===== src/rtl/uart_pkg.sv =====
// Shared definitions for the UART TX arbiter: FSM states, baud select codes
// matching Uart_byte_tx, and a constant-evaluable ceil(log2) helper.
package uart_pkg;

  typedef enum logic [1:0] {
    ST_IDLE = 2'd0,
    ST_WAIT = 2'd1,
    ST_GAP  = 2'd2
  } arb_state_e;

  localparam logic [2:0] BAUD_9600   = 3'd0;
  localparam logic [2:0] BAUD_19200  = 3'd1;
  localparam logic [2:0] BAUD_38400  = 3'd2;
  localparam logic [2:0] BAUD_57600  = 3'd3;
  localparam logic [2:0] BAUD_115200 = 3'd4;

  // Bits needed to index 'value' items (0 for value <= 1).
  function automatic int clog2(input int value);
    int result;
    int v;
    result = 0;
    v      = value - 1;
    while (v > 0) begin
      result = result + 1;
      v      = v >> 1;
    end
    return result;
  endfunction

endpackage


===== src/rtl/rr_arbiter.sv =====
// Combinational round-robin arbiter: first asserted req at or after ptr wins.
module rr_arbiter #(
  parameter int N    = 4,
  parameter int ID_W = 2
) (
  input  logic [N-1:0]    req,
  input  logic [ID_W-1:0] ptr,
  output logic [N-1:0]    gnt,
  output logic [ID_W-1:0] gnt_id,
  output logic            gnt_vld
);

  localparam int SW = ID_W + 1;

  logic [SW-1:0]   sum;
  logic [ID_W-1:0] idx;

  // Scan N positions starting at ptr, wrapping, and keep the first hit.
  always_comb begin
    gnt     = '0;
    gnt_id  = '0;
    gnt_vld = 1'b0;
    sum     = '0;
    idx     = '0;
    for (int unsigned i = 0; i < N; i++) begin
      sum = {1'b0, ptr} + SW'(i);
      if (sum >= SW'(N)) begin
        sum = sum - SW'(N);
      end
      idx = sum[ID_W-1:0];
      if (!gnt_vld && req[idx]) begin
        gnt_vld  = 1'b1;
        gnt[idx] = 1'b1;
        gnt_id   = idx;
      end
    end
  end

endmodule


===== src/rtl/uart_tx_arbiter.sv =====
// Round-robin scheduler sharing one Uart_byte_tx between N_REQ requesters.
// Optional frame locking (grant held until req_last) with UART_ARB_LOCK_EN.
module uart_tx_arbiter
  import uart_pkg::*;
#(
  parameter  int N_REQ   = 4,
  parameter  int DATA_W  = 8,
  parameter  int BAUD_W  = 3,
  parameter  int GAP_CYC = 0,
  localparam int ID_W    = clog2(N_REQ)
) (
  input  logic                    sys_clk,
  input  logic                    sys_rst,
  input  logic [N_REQ-1:0]        req_valid,
  input  logic [N_REQ*DATA_W-1:0] req_data,
  input  logic [N_REQ-1:0]        req_last,
  output logic [N_REQ-1:0]        req_ready,
  input  logic [BAUD_W-1:0]       baud_cfg,
  output logic                    send_en,
  output logic [DATA_W-1:0]       databyte,
  output logic [BAUD_W-1:0]       baud_set,
  input  logic                    tx_done,
  input  logic                    uart_state,
  output logic                    busy,
  output logic [ID_W-1:0]         grant_id
);

  localparam int GAP_W = clog2(GAP_CYC + 2);

  arb_state_e        state_q, state_d;
  logic [ID_W-1:0]   ptr_q, ptr_d;
  logic [ID_W-1:0]   gid_q, gid_d;
  logic [DATA_W-1:0] data_q, data_d;
  logic [BAUD_W-1:0] baud_q, baud_d;
  logic              send_q, send_d;
  logic [GAP_W-1:0]  gap_q, gap_d;

  logic [N_REQ-1:0]  arb_req;
  logic [N_REQ-1:0]  arb_gnt;
  logic [ID_W-1:0]   arb_id;
  logic              arb_vld;
  logic              xfer;
  logic [DATA_W-1:0] sel_data;
  logic [ID_W-1:0]   ptr_next;

`ifdef UART_ARB_LOCK_EN
  logic lock_q, lock_d;
  logic unused_inputs;
  assign unused_inputs = uart_state;
`else
  logic unused_inputs;
  assign unused_inputs = ^{uart_state, req_last};
`endif

  rr_arbiter #(
    .N   (N_REQ),
    .ID_W(ID_W)
  ) u_rr (
    .req    (arb_req),
    .ptr    (ptr_q),
    .gnt    (arb_gnt),
    .gnt_id (arb_id),
    .gnt_vld(arb_vld)
  );

  // Arbitration request mask, handshake, and muxed byte of the winner.
  always_comb begin
`ifdef UART_ARB_LOCK_EN
    arb_req = lock_q ? (req_valid & (N_REQ'(1) << gid_q)) : req_valid;
`else
    arb_req = req_valid;
`endif
    // Ready is held low during reset so a reset cycle never accepts a byte.
    xfer      = arb_vld && (state_q == ST_IDLE) && !sys_rst;
    req_ready = xfer ? arb_gnt : '0;
    sel_data  = '0;
    for (int unsigned i = 0; i < N_REQ; i++) begin
      if (arb_gnt[i]) begin
        sel_data = req_data[i*DATA_W +: DATA_W];
      end
    end
    ptr_next = (arb_id == ID_W'(N_REQ - 1)) ? '0 : arb_id + ID_W'(1);
  end

  // Next-state logic for the IDLE/WAIT/GAP sequencer and latched outputs.
  always_comb begin
    state_d = state_q;
    ptr_d   = ptr_q;
    gid_d   = gid_q;
    data_d  = data_q;
    baud_d  = baud_q;
    send_d  = 1'b0;
    gap_d   = gap_q;
`ifdef UART_ARB_LOCK_EN
    lock_d  = lock_q;
`endif
    case (state_q)
      ST_IDLE: begin
        if (xfer) begin
          data_d  = sel_data;
          gid_d   = arb_id;
          baud_d  = baud_cfg;
          send_d  = 1'b1;
          state_d = ST_WAIT;
`ifdef UART_ARB_LOCK_EN
          if (req_last[arb_id]) begin
            lock_d = 1'b0;
            ptr_d  = ptr_next;
          end else begin
            lock_d = 1'b1;
          end
`else
          ptr_d   = ptr_next;
`endif
        end
      end
      ST_WAIT: begin
        if (tx_done) begin
          if (GAP_CYC > 0) begin
            state_d = ST_GAP;
            gap_d   = GAP_W'(GAP_CYC - 1);
          end else begin
            state_d = ST_IDLE;
          end
        end
      end
      ST_GAP: begin
        if (gap_q == '0) begin
          state_d = ST_IDLE;
        end else begin
          gap_d = gap_q - GAP_W'(1);
        end
      end
      default: state_d = ST_IDLE;
    endcase
  end

  // State register with synchronous active-high reset.
  always_ff @(posedge sys_clk) begin
    if (sys_rst) begin
      state_q <= ST_IDLE;
      ptr_q   <= '0;
      gid_q   <= '0;
      data_q  <= '0;
      baud_q  <= '0;
      send_q  <= 1'b0;
      gap_q   <= '0;
`ifdef UART_ARB_LOCK_EN
      lock_q  <= 1'b0;
`endif
    end else begin
      state_q <= state_d;
      ptr_q   <= ptr_d;
      gid_q   <= gid_d;
      data_q  <= data_d;
      baud_q  <= baud_d;
      send_q  <= send_d;
      gap_q   <= gap_d;
`ifdef UART_ARB_LOCK_EN
      lock_q  <= lock_d;
`endif
    end
  end

  assign send_en  = send_q;
  assign databyte = data_q;
  assign baud_set = baud_q;
  assign grant_id = gid_q;
  assign busy     = (state_q != ST_IDLE);

endmodule


===== config.mk =====
export PLATFORM = sky130hd
export DESIGN_NAME = uart_tx_arbiter
export DESIGN_NICKNAME = d
export VERILOG_FILES = /design/src/rtl/uart_pkg.sv /design/src/rtl/rr_arbiter.sv /design/src/rtl/uart_tx_arbiter.sv
export SDC_FILE = /design/constraint.sdc
export NUM_CORES = 1
export LEC_CHECK = 0
export CAP_MARGIN = 40
export CELL_PAD_IN_SITES_DETAIL_PLACEMENT = 0
export CELL_PAD_IN_SITES_GLOBAL_PLACEMENT = 2
export CORE_ASPECT_RATIO = 2
export CORE_MARGIN = 4
export CORE_UTILIZATION = 25
export CTS_CLUSTER_DIAMETER = 30
export DETAILED_ROUTE_END_ITERATION = 6
export GPL_TIMING_DRIVEN = 0
export PLACE_DENSITY_LB_ADDON = 0.2
export SYNTH_ARGS = -nofsm -noshare
export SYNTH_HDL_FRONTEND = slang
export SYNTH_SLANG_ARGS = --single-unit

===== constraint.sdc =====
create_clock -name sys_clk -period 4.7 [get_ports sys_clk]
set_input_delay 0.94 -clock sys_clk [delete_from_list [all_inputs] [get_ports sys_clk]]
set_output_delay 0.94 -clock sys_clk [all_outputs]
set_load 0.02 [all_outputs]

==> key figures, run 1 <==
Logic synthesis
  • FFs w/ async S/R, synth: 0%
  • Synth Warn #: 0
  • Syn_nets: 281
  • Avg Cell Area, Syn: 7.899 sq um
  • Most frequent cells after synthesis: 28 x a21oi_1, 26 x nand2_1, 25 x o211ai_1
  • FF+latch count, synth: 17
  • Count leader, synth: a21oi_1
  • Share of the synthesized area in the top cell type: 18.98%
  • Synth area leaders: dfxtp_1 19%, o211ai_1 10%, a21oi_1 7.8%
  • Distinct cells, synth: 50
  • Gate count of the mapped netlist: 227
  • Fraction of the yosys area taken by sequential cells: 18.98%
  • Post-synth EDFFs: 0
  • Primary FF master, synth: dfxtp_1
  • Largest area contributor in the netlist: dfxtp_1
  • Mapped Area: 1793 sq um

Critical path
  • Crit-path max FO: 10
  • Critical path origin: req_valid[1]
  • FF-to-FF path depth: 11
  • Crit path top cell by count: clkdlybuf4s50_1
  • CP Data Arrival Time: 3580 ps
  • RR Endpoint: databyte[1]
  • Crit path cell chain: clkdlybuf4s50_1 -> clkbuf_2 -> or3b_2 -> o22ai_1 -> clkbuf_4 -> o21ai_2 -> nand2_1 -> o21a_1 -> clkdlybuf4s50_1
  • Nature of the critical path startpoint: input port
  • Crit Path Class: in -> out
  • Critical-path cell with the highest stage delay: clkdlybuf4s50_1
  • R2R Setup Slk: approximately 1300 ps
  • Worst EP required: ~3800 ps
  • Cell family with most CP delay: buffers and inverters
  • Critical path buffers and inverters: 4
  • RR Startpoint: ptr_q[1]
  • CP endpoint kind: output pin
  • Worst path max stage delay: 590 ps

Power
  • Clock power share: between 10% and 20%
  • Cell Int Power: 688.5 uW
  • Gate power share: 68.9%
  • Sequential share of power: 17.1%
  • Max VDD drop: 0.2344 mV
  • PD cells: 498.2 nW/um^2
  • Sw frac: 46.80%
  • Lkg Pwr: 0.0009743 uW
  • Net Sw Power: between 600 and 700 uW

STA
  • Max frequency: between 0.2 and 0.25 GHz
  • Endpoints failing setup: 0
  • Final Slew Violations: 0
  • Minimum clock period: 4521 ps
  • Relative max-transition margin: 64.28%
  • Worst-margin pin slew: about 530 ps
  • RSZ-0062 raised after global routing: false
  • Final WS setup: 178.6 ps
  • Final period utilization: 96.20%
  • Final hold vios: 0
  • Clk_skew: 4.136 ps

Placed design
  • Pre-CTS setup slack: -123.1 ps
  • Cell Area, Placed: 2496 sq um
  • Post-DP HPWL: about 5.5 mm
  • # port buffers: 59
  • Placer Congestion: 0.7852

Clock tree
  • CTS tree: built
  • Hold buffer count at CTS: 0
  • Total CTS buffers: 3
  • Sink Count: 17
  • Longest Clk Path Bufs: 2
  • Worst-path clk slew: roughly 60 ps
  • Root Buffer: clkbuf_16
  • Htree depth: 1
  • Clk_lat worst skew: around 250 ps
  • Setup repair bufs after CTS: 0

Min path
  • Hold path startpoint: baud_set[0]
  • Hold depth: 2
  • Tightest Hold Check Type: reg -> reg
  • Worst Hold End: baud_set[0]

Status
  • Status: completed

Die
  • Initial cell density of the core: 25.83%
  • Core ar.: 6940 sq um
  • Die extent in y: 127.8 microns
  • # IOs: between 60 and 70
  • Die Footprint: ~8700 sq um
  • Chip width: around 68 microns
  • Site row count: 43

Global routing
  • All-Layer GR Usage: 16.33%
  • Met1 Usage GRT: 16.30%
  • Vias in the first global route: approximately 2100
  • GRT met3 Usage: 1.579%
  • Grt ovf: 0
  • Most used routing layer: met2
  • Initial antenna violation count: 0
  • First-pass GRT wire length: 10.65 mm
  • Pin count of the biggest net entering global routing: 11
  • GRT met2 Usage: about 32%

Drt
  • Wire per inst: 17.93 microns
  • DRT antenna net count: 0
  • First-pass DRT Iterations: 4
  • First DRT Iteration DRCs: 64
  • Drt drc: 0
  • Vias: 1950
  • Vias/cell: 5.145
  • Routed wire length: 6.794 mm

Cells and area
  • Design Area, Final: 2597 sq um
  • FILL cells: 734
  • Share of layout cells above drive strength 1: 15.22%
  • Area occupied by multi-input gates: ~1300 sq um
  • Layout area overhead: 44.87%
  • # nets final: around 340
  • Reg area: 341.6 sq um
  • # diodes: 0

Job
  • Number of max-cap violations: 0
[state kept, by name (all words and copies together), names as in the netlist, named ones only]
name      flops
send_en       1
ptr_q         1
baud_set      3
databyte      8
grant_id      2
state_q       1
[per-stage QoR]
| stage | util [%] | setup TNS [ps] | power (uW) | hold WS [ps] | std cells |
|---|---|---|---|---|---|
| floorplan | - | 0 | 830.4 | 534.1 | 227 |
| CTS | 37.30 | 0 | 1314 | 458.3 | 380 |
| global placement | 35.97 | -131.2 | 1124 | 442.5 | 376 |
| detailed placement | 35.97 | -123.1 | 1124 | 450.2 | 376 |
| global route | 37.43 | 0 | 1398 | 476.6 | 379 |
| finish | 37.43 | 0 | 1294 | 456.6 | 379 |
[cell type report]
| class | count | share of cell area (%) |
|---|---|---|
| multi-input combinational | 179 | 50.00 |
| timing repair buffer | 59 | 22.74 |
| clock inverter | 1 | 0.1927 |
| inverter | 7 | 1.012 |
| sequential | 17 | 13.15 |
| clock buffer | 3 | 2.890 |
| tap | 90 | 4.335 |
| buffer | 23 | 5.684 |
[worst max path at each step]
stage | end | cells after the start | slack (ps)
2_1_floorplan | req_ready[2] | 12 | 950
3_3_place_gp | req_ready[2] | 9 | -130
3_5_place_dp | req_ready[2] | 9 | -120
4_1_cts | req_ready[3] | 8 | 30
5_1_grt | req_ready[0] | 9 | 10
6_report | req_ready[0] | 9 | 180
[power by group through the flow]
stage	clock (uW)	sequential (uW)	combinational, uW
2_1_floorplan	0	263	567
3_3_place_gp	0	225	899
3_5_place_dp	0	225	899
4_1_cts	188	223	903
5_1_grt	196	227	975
6_report	181	222	891
[routing by layer]
| layer | part of all wire (%) | wire length (microns) | up-vias |
|---|---|---|---|
| li1 | - | - | 976 |
| met1 | 36 | 2433 | 916 |
| met2 | 58 | 3946 | 47 |
| met3 | 3.3 | 226 | 11 |
| met4 | 2.8 | 188 | 0 |
| met5 | 0 | 0 | - |
[cells by family (layout without fill, tap and decap cells)]
| logic type | Yosys count | in the layout | synth area share, % |
|---|---|---|---|
| AND/OR/NAND/NOR | 76 | 76 | 23.80 |
| buffers and inverters | 31 | 93 | 9.281 |
| AO/OA/AOI/OAI | 90 | 90 | 37.54 |
| flip-flops | 17 | 17 | 18.98 |
| adder cells (fa/ha/maj) | 7 | 7 | 4.885 |
| multiplexers | 6 | 6 | 5.513 |
[tightest hold or removal path, stage by stage (launching register included)]
cell and delay (ps):
dfxtp_1 310, nand2_1 50, a21oi_1 50
[layout by cell type (no fill, tap or decap), types with 2 or more instances in the layout]
cell type and n:
and2_1 2, or3_1 4, or2_2 2, clkbuf_4 3
nand2_1 26, o21ai_0 3, nand3b_1 5, buf_2 5
o21a_1 2, nand3_1 9, clkbuf_1 6, inv_1 7
nor2b_1 5, dlymetal6s2s_1 2, clkbuf_2 3, nand2b_1 3
a211oi_2 8, a21oi_1 28, mux4_2 3, clkbuf_16 3
o21bai_1 8, dfxtp_1 16, or3b_2 3, ha_1 7
buf_6 5, mux2i_1 2, nor2_1 4, clkdlybuf4s50_1 56
nor4b_1 8, o211ai_1 25
[what timing repair did]
item	4_1_cts	5_1_grt
gates resized for setup	3	8
endpoints found under the setup margin	4	4
pin swaps	1	1
Note: power is estimated with default switching activity, not from simulation.
==> inputs of run 2 (changes only) <==
--- a/config.mk
+++ b/config.mk
@@ -13,6 +13,7 @@
 export CORE_UTILIZATION = 25
 export CTS_CLUSTER_DIAMETER = 30
 export DETAILED_ROUTE_END_ITERATION = 6
+export GPL_ROUTABILITY_DRIVEN = 0
 export GPL_TIMING_DRIVEN = 0
 export PLACE_DENSITY_LB_ADDON = 0.2
 export SYNTH_ARGS = -nofsm -noshare
==> results of run 2 <==
No change in the layout: final DEF, timing and power equal those of run 1.
